===== src/rtl/hwpe_stream_split_buffered.sv =====
// Wide-to-narrow HWPE stream splitter. Each DATA_WIDTH_IN beat is cut into
// NB_OUT_STREAMS slices (lane 0 = LSBs), each held in a one-entry output
// register so lanes drain independently of each other.
module hwpe_stream_split_buffered #(
    parameter  int unsigned DATA_WIDTH_OUT   = 8,
    parameter  int unsigned NB_OUT_STREAMS   = 2,
    parameter  int unsigned SKIP_EMPTY_LANES = 0,
    localparam int unsigned DATA_WIDTH_IN    = DATA_WIDTH_OUT * NB_OUT_STREAMS,
    localparam int unsigned STRB_WIDTH_OUT   = DATA_WIDTH_OUT / 8,
    localparam int unsigned STRB_WIDTH_IN    = DATA_WIDTH_IN / 8
) (
    input  logic                         clk_i,
    input  logic                         rst_i,
    input  logic                         clear_i,
    // wide input stream
    input  logic                         push_i_valid,
    output logic                         push_i_ready,
    input  logic [DATA_WIDTH_IN-1:0]     push_i_data,
    input  logic [STRB_WIDTH_IN-1:0]     push_i_strb,
    // lane outputs, lane i occupies slice i of the packed data/strb vectors
    output logic [NB_OUT_STREAMS-1:0]    pop_o_valid,
    input  logic [NB_OUT_STREAMS-1:0]    pop_o_ready,
    output logic [DATA_WIDTH_IN-1:0]     pop_o_data,
    output logic [STRB_WIDTH_IN-1:0]     pop_o_strb,
    output logic                         busy_o,
    output logic [31:0]                  beat_cnt_o
);

    logic [NB_OUT_STREAMS-1:0] full_q;
    logic [NB_OUT_STREAMS-1:0] full_d;
    logic [NB_OUT_STREAMS-1:0] free;
    logic [NB_OUT_STREAMS-1:0] lane_en;
    logic [NB_OUT_STREAMS-1:0] load;
    logic [DATA_WIDTH_IN-1:0]  data_q;
    logic [DATA_WIDTH_IN-1:0]  data_mask;
    logic [STRB_WIDTH_IN-1:0]  strb_q;
    logic [STRB_WIDTH_IN-1:0]  strb_mask;
    logic [31:0]               beat_cnt_q;
    logic                      accept;

    if (DATA_WIDTH_OUT % 8 != 0) begin : g_bad_width
        $error("DATA_WIDTH_OUT must be a multiple of 8");
    end

    // Per-lane enable and bit masks; loading is done with one masked
    // register update so every state bit has a single driving process.
    for (genvar g = 0; g < NB_OUT_STREAMS; g++) begin : g_lane
        if (SKIP_EMPTY_LANES != 0) begin : g_skip
            assign lane_en[g] = |push_i_strb[g*STRB_WIDTH_OUT +: STRB_WIDTH_OUT];
        end else begin : g_noskip
            assign lane_en[g] = 1'b1;
        end
        assign data_mask[g*DATA_WIDTH_OUT +: DATA_WIDTH_OUT] = {DATA_WIDTH_OUT{load[g]}};
        assign strb_mask[g*STRB_WIDTH_OUT +: STRB_WIDTH_OUT] = {STRB_WIDTH_OUT{load[g]}};

        // Held lane output must not change until it is popped.
        a_pop_stable: assert property (@(posedge clk_i)
            (!rst_i && !clear_i && pop_o_valid[g] && !pop_o_ready[g]) |=>
                ($stable(pop_o_data[g*DATA_WIDTH_OUT +: DATA_WIDTH_OUT]) &&
                 $stable(pop_o_strb[g*STRB_WIDTH_OUT +: STRB_WIDTH_OUT])));
    end

    // Handshake and next-state flags; ready depends only on lane state and pop ready.
    always_comb begin
        free         = ~full_q | pop_o_ready;
        push_i_ready = &free;
        accept       = push_i_valid & push_i_ready;
        load         = {NB_OUT_STREAMS{accept}} & lane_en;
        full_d       = load | (full_q & ~pop_o_ready);
    end

    // Lane registers and beat counter; reset/clear wins over any handshake.
    always_ff @(posedge clk_i) begin
        if (rst_i || clear_i) begin
            full_q     <= '0;
            data_q     <= '0;
            strb_q     <= '0;
            beat_cnt_q <= '0;
        end else begin
            full_q <= full_d;
            data_q <= (data_q & ~data_mask) | (push_i_data & data_mask);
            strb_q <= (strb_q & ~strb_mask) | (push_i_strb & strb_mask);
            if (accept) begin
                beat_cnt_q <= beat_cnt_q + 32'd1;
            end
        end
    end

    assign pop_o_valid = full_q;
    assign pop_o_data  = data_q;
    assign pop_o_strb  = strb_q;
    assign busy_o      = |full_q;
    assign beat_cnt_o  = beat_cnt_q;

endmodule


===== config.mk =====
export PLATFORM = sky130hd
export DESIGN_NAME = hwpe_stream_split_buffered
export DESIGN_NICKNAME = d
export VERILOG_FILES = /design/src/rtl/hwpe_stream_split_buffered.sv
export SDC_FILE = /design/constraint.sdc
export NUM_CORES = 1
export LEC_CHECK = 0
export CAP_MARGIN = 40
export CORE_AREA = 2 2 54 107
export CTS_BUF_LIST = sky130_fd_sc_hd__clkbuf_2
export DETAILED_ROUTE_END_ITERATION = 10
export DIE_AREA = 0 0 56 109
export HOLD_SLACK_MARGIN = 0.1
export PLACE_DENSITY = 0.77
export SLEW_MARGIN = 20
export SYNTH_ARGS = -nofsm -noshare
export SYNTH_HDL_FRONTEND = slang
export SYNTH_SLANG_ARGS = --single-unit
export TNS_END_PERCENT = 10

===== constraint.sdc =====
create_clock -name clk_i -period 1.9 [get_ports clk_i]
set_input_delay 0.38 -clock clk_i [delete_from_list [all_inputs] [get_ports clk_i]]
set_output_delay 0.38 -clock clk_i [all_outputs]
set_load 0.03 [all_outputs]

==> results.json <==
{
  "status": "completed",
  "via_count": 2179,
  "cts_root_buffer": "clkbuf_2",
  "fin_crit_ns": 1.88,
  "syn-instance-count": 267,
  "wl_per_cell_um": 13.2,
  "cp_max_fo": 7,
  "yosysUniqueCellTypes": 28,
  "clk_pin_slew_ns": 0.27,
  "worstSetupStartpointType": "primary input",
  "critPathSlowestCell": "or4_4",
  "timing_worst_setup_path_type": "in -> reg",
  "grt_usage": 0.186,
  "dp.cells": 414,
  "ys_ff_latch": 52,
  "ys_top_cells_by_area": "dfxtp_1, nand2_1, xnor2_1",
  "dpl.hpwl_um": 4050,
  "maxCapViolCount": 0,
  "slew_viol_final": 0,
  "syn_to_final_growth_pct": 52.8,
  "rr_endpoint": "beat_cnt_o[31]$_SDFFE_PP0P_",
  "io-pin-count": 78,
  "internal-power_w": 0.00141,
  "maxSlewHeadroom": 0.755,
  "die_width_um": 56,
  "hold_ws_ns": 0.453,
  "ctsHoldBuffers": 0,
  "yosysSeqAreaShare": 0.477,
  "p_switching_w": 0.000471,
  "cts_num_sinks": 52,
  "ys_warn_count": 0,
  "final_common_cell": "nand2_1",
  "final_cell_mix": "nand2_1, dlygate4sd2_1, dfxtp_1",
  "fin_skew_ns": 0.0281,
  "drt-total-wl_um": 5600,
  "dr.pass1.iters": 4,
  "fillers": 482,
  "grt_pass1_vias": 2079,
  "cts_buffer_depth": 2,
  "ant_nets": 0,
  "sw_frac_of_total": 0.250,
  "min_period_over_period": 0.988,
  "cts_tree": "built",
  "setup_viol": 0,
  "required_ns": 2.29,
  "worstPathCellList": "clkdlybuf4s50_1, nand2b_1, nand3_2, buf_4, or4_4, or3_1, a21oi_1",
  "clock_latency_ns": 0.43,
  "numCtsBuffers": 5,
  "syn_area_per_cell_um2": 8.18,
  "row_count": 38,
  "gp_congestion": 0.807,
  "syn_area_um2": 2180,
  "hold_start": "push_i_strb[0]",
  "grt_pass1_wl_um": 9360,
  "htree_levels": 2,
  "hold_depth": 3,
  "vias_per_cell": 5.15,
  "clkPwrFrac": 0.303,
  "p_seq_frac": 0.584,
  "drt-initial-drc-count": 55,
  "placed_area_um2": 3260,
  "vdd_ir_drop_max_uv": 644,
  "drive_gt1_frac": 0.193,
  "initial_core_util": 0.410,
  "worstPathArrival_ns": 2.26,
  "antenna_found_initial": 0,
  "core_area_um2": 5330,
  "power_w": 0.00188,
  "overflow": 0,
  "fmax_ghz": 0.533,
  "n_antenna_cell": 0,
  "power_density_nw_per_um2": 564,
  "worstMarginPinSlew_ns": 0.364,
  "hp-class": "in -> reg",
  "netlist.area_leader.share": 0.477,
  "hold_viol": 0,
  "ff2ff_setup_slack_ns": 0.04,
  "reg2reg_from": "beat_cnt_o[15]$_SDFFE_PP0P_",
  "p_leak_nw": 1.58,
  "nets": 387,
  "path_delay_family": "simple AND/OR/NAND/NOR gates",
  "synth_top_area_cell": "dfxtp_1",
  "worst-r2r-cell-count": 5,
  "instances_no_fill": 423,
  "die_h_um": 109,
  "syn_nets": 292,
  "rsz0062_at_grt": "true",
  "combPwrFrac": 0.113,
  "port-buffer-count": 77,
  "die_area_um2": 6100,
  "endpoint_kind": "register",
  "grt_max_degree": 53,
  "final_area_um2": 3340,
  "drc_errors": 0,
  "max_stage_delay_ns": 0.55,
  "crit_buf_inv": 2
}
[worst register-to-register path, stage by stage, from the launching register on]
cell     delay [ns]
dfxtp_4        0.41
and4_1         0.25
nand3_2        0.12
or4_4          0.56
or3_1          0.38
a21oi_2        0.14
[Yosys cell counts, drive strengths merged]
cell type	number
clkbuf	12
and2	2
dfxtp	52
nor4	6
nand2	48
and3b	1
or3	7
nor4b	1
a21oi	28
buf	4
nor3	10
nand4	7
or2	4
and4	3
xor2	5
xnor2	19
ha	1
inv	4
nand2b	2
nand3	13
and3	4
o21ai	7
nor2	25
or4	2
[area by class of cell]
class | instances | area (µm²) | area share
tap | 60 | 75.1 | 0.0225
inverter | 4 | 15.0 | 0.00450
sequential | 52 | 1110 | 0.332
clock inverter | 2 | 35.0 | 0.0105
timing repair buffer | 104 | 973 | 0.292
multi-input combinational | 195 | 1100 | 0.330
clock buffer | 6 | 30.0 | 0.00900
[worst max-delay path by stage]
stage | to | slack [ns] | start | cells after the start
global route | beat_cnt_o[31]$_SDFFE_PP0P_ | -0.04 | beat_cnt_o[15]$_SDFFE_PP0P_ | 5
detailed placement | beat_cnt_o[31]$_SDFFE_PP0P_ | -0.36 | pop_o_ready[1] | 6
finish | beat_cnt_o[28]$_SDFFE_PP0P_ | 0.02 | pop_o_ready[0] | 7
CTS | beat_cnt_o[5] | 0.001 | beat_cnt_o[5]$_SDFFE_PP0P_ | 1
floorplan | beat_cnt_o[26]$_SDFFE_PP0P_ | -0.07 | beat_cnt_o[1]$_SDFFE_PP0P_ | 7
global placement | beat_cnt_o[31]$_SDFFE_PP0P_ | -0.31 | pop_o_ready[1] | 6
[kinds of logic (layout without fill, tap and decap cells)]
group,count (synthesis),after routing,share of synthesized area
and+or+nand+nor,135,135,0.306
DFF,52,52,0.477
AOI/OAI and AO/OA,35,35,0.0802
xor gates and xnor gates,24,24,0.0962
buffers and inverters,20,116,0.0355
adders and majority gates,1,1,0.00573
[power by group through the flow]
stage | Sequential (W) | Clock, W | Combinational (W)
finish | 0.00110 | 0.000570 | 0.000213
global route | 0.00110 | 0.000621 | 0.000230
CTS | 0.00110 | 0.000584 | 0.000214
detailed placement | 0.00112 | 0 | 0.000220
global placement | 0.00112 | 0 | 0.000217
floorplan | 0.00115 | 0 | 0.0000746
[routing by layer]
layer	vias up	part of all wire	track usage
met3	4	0.071	0.0498
met5	-	0	0
li1	1084	-	-
met1	1021	0.42	0.225
met2	70	0.51	0.324
met4	0	0.0071	0.0459
[stage by stage]
stage	utilization	setup WS, ns	setup TNS, ns
3_3_place_gp	0.612	-0.308	-4.14
4_1_cts	0.616	0.00127	0
2_1_floorplan	-	-0.0654	-0.292
6_report	0.627	0.0237	0
5_1_grt	0.627	-0.0420	-0.104
3_5_place_dp	0.612	-0.361	-5.30
[what timing repair did]
| item | 4_1_cts | 5_1_grt |
|---|---|---|
| gates resized for setup | 39 | 19 |
| pin swaps | 1 | 3 |
| gates cloned | 0 | 0 |
| buffers inserted | 0 | 1 |
| setup endpoints to repair | 44 | 21 |
Power figures use the tool's default switching activity.
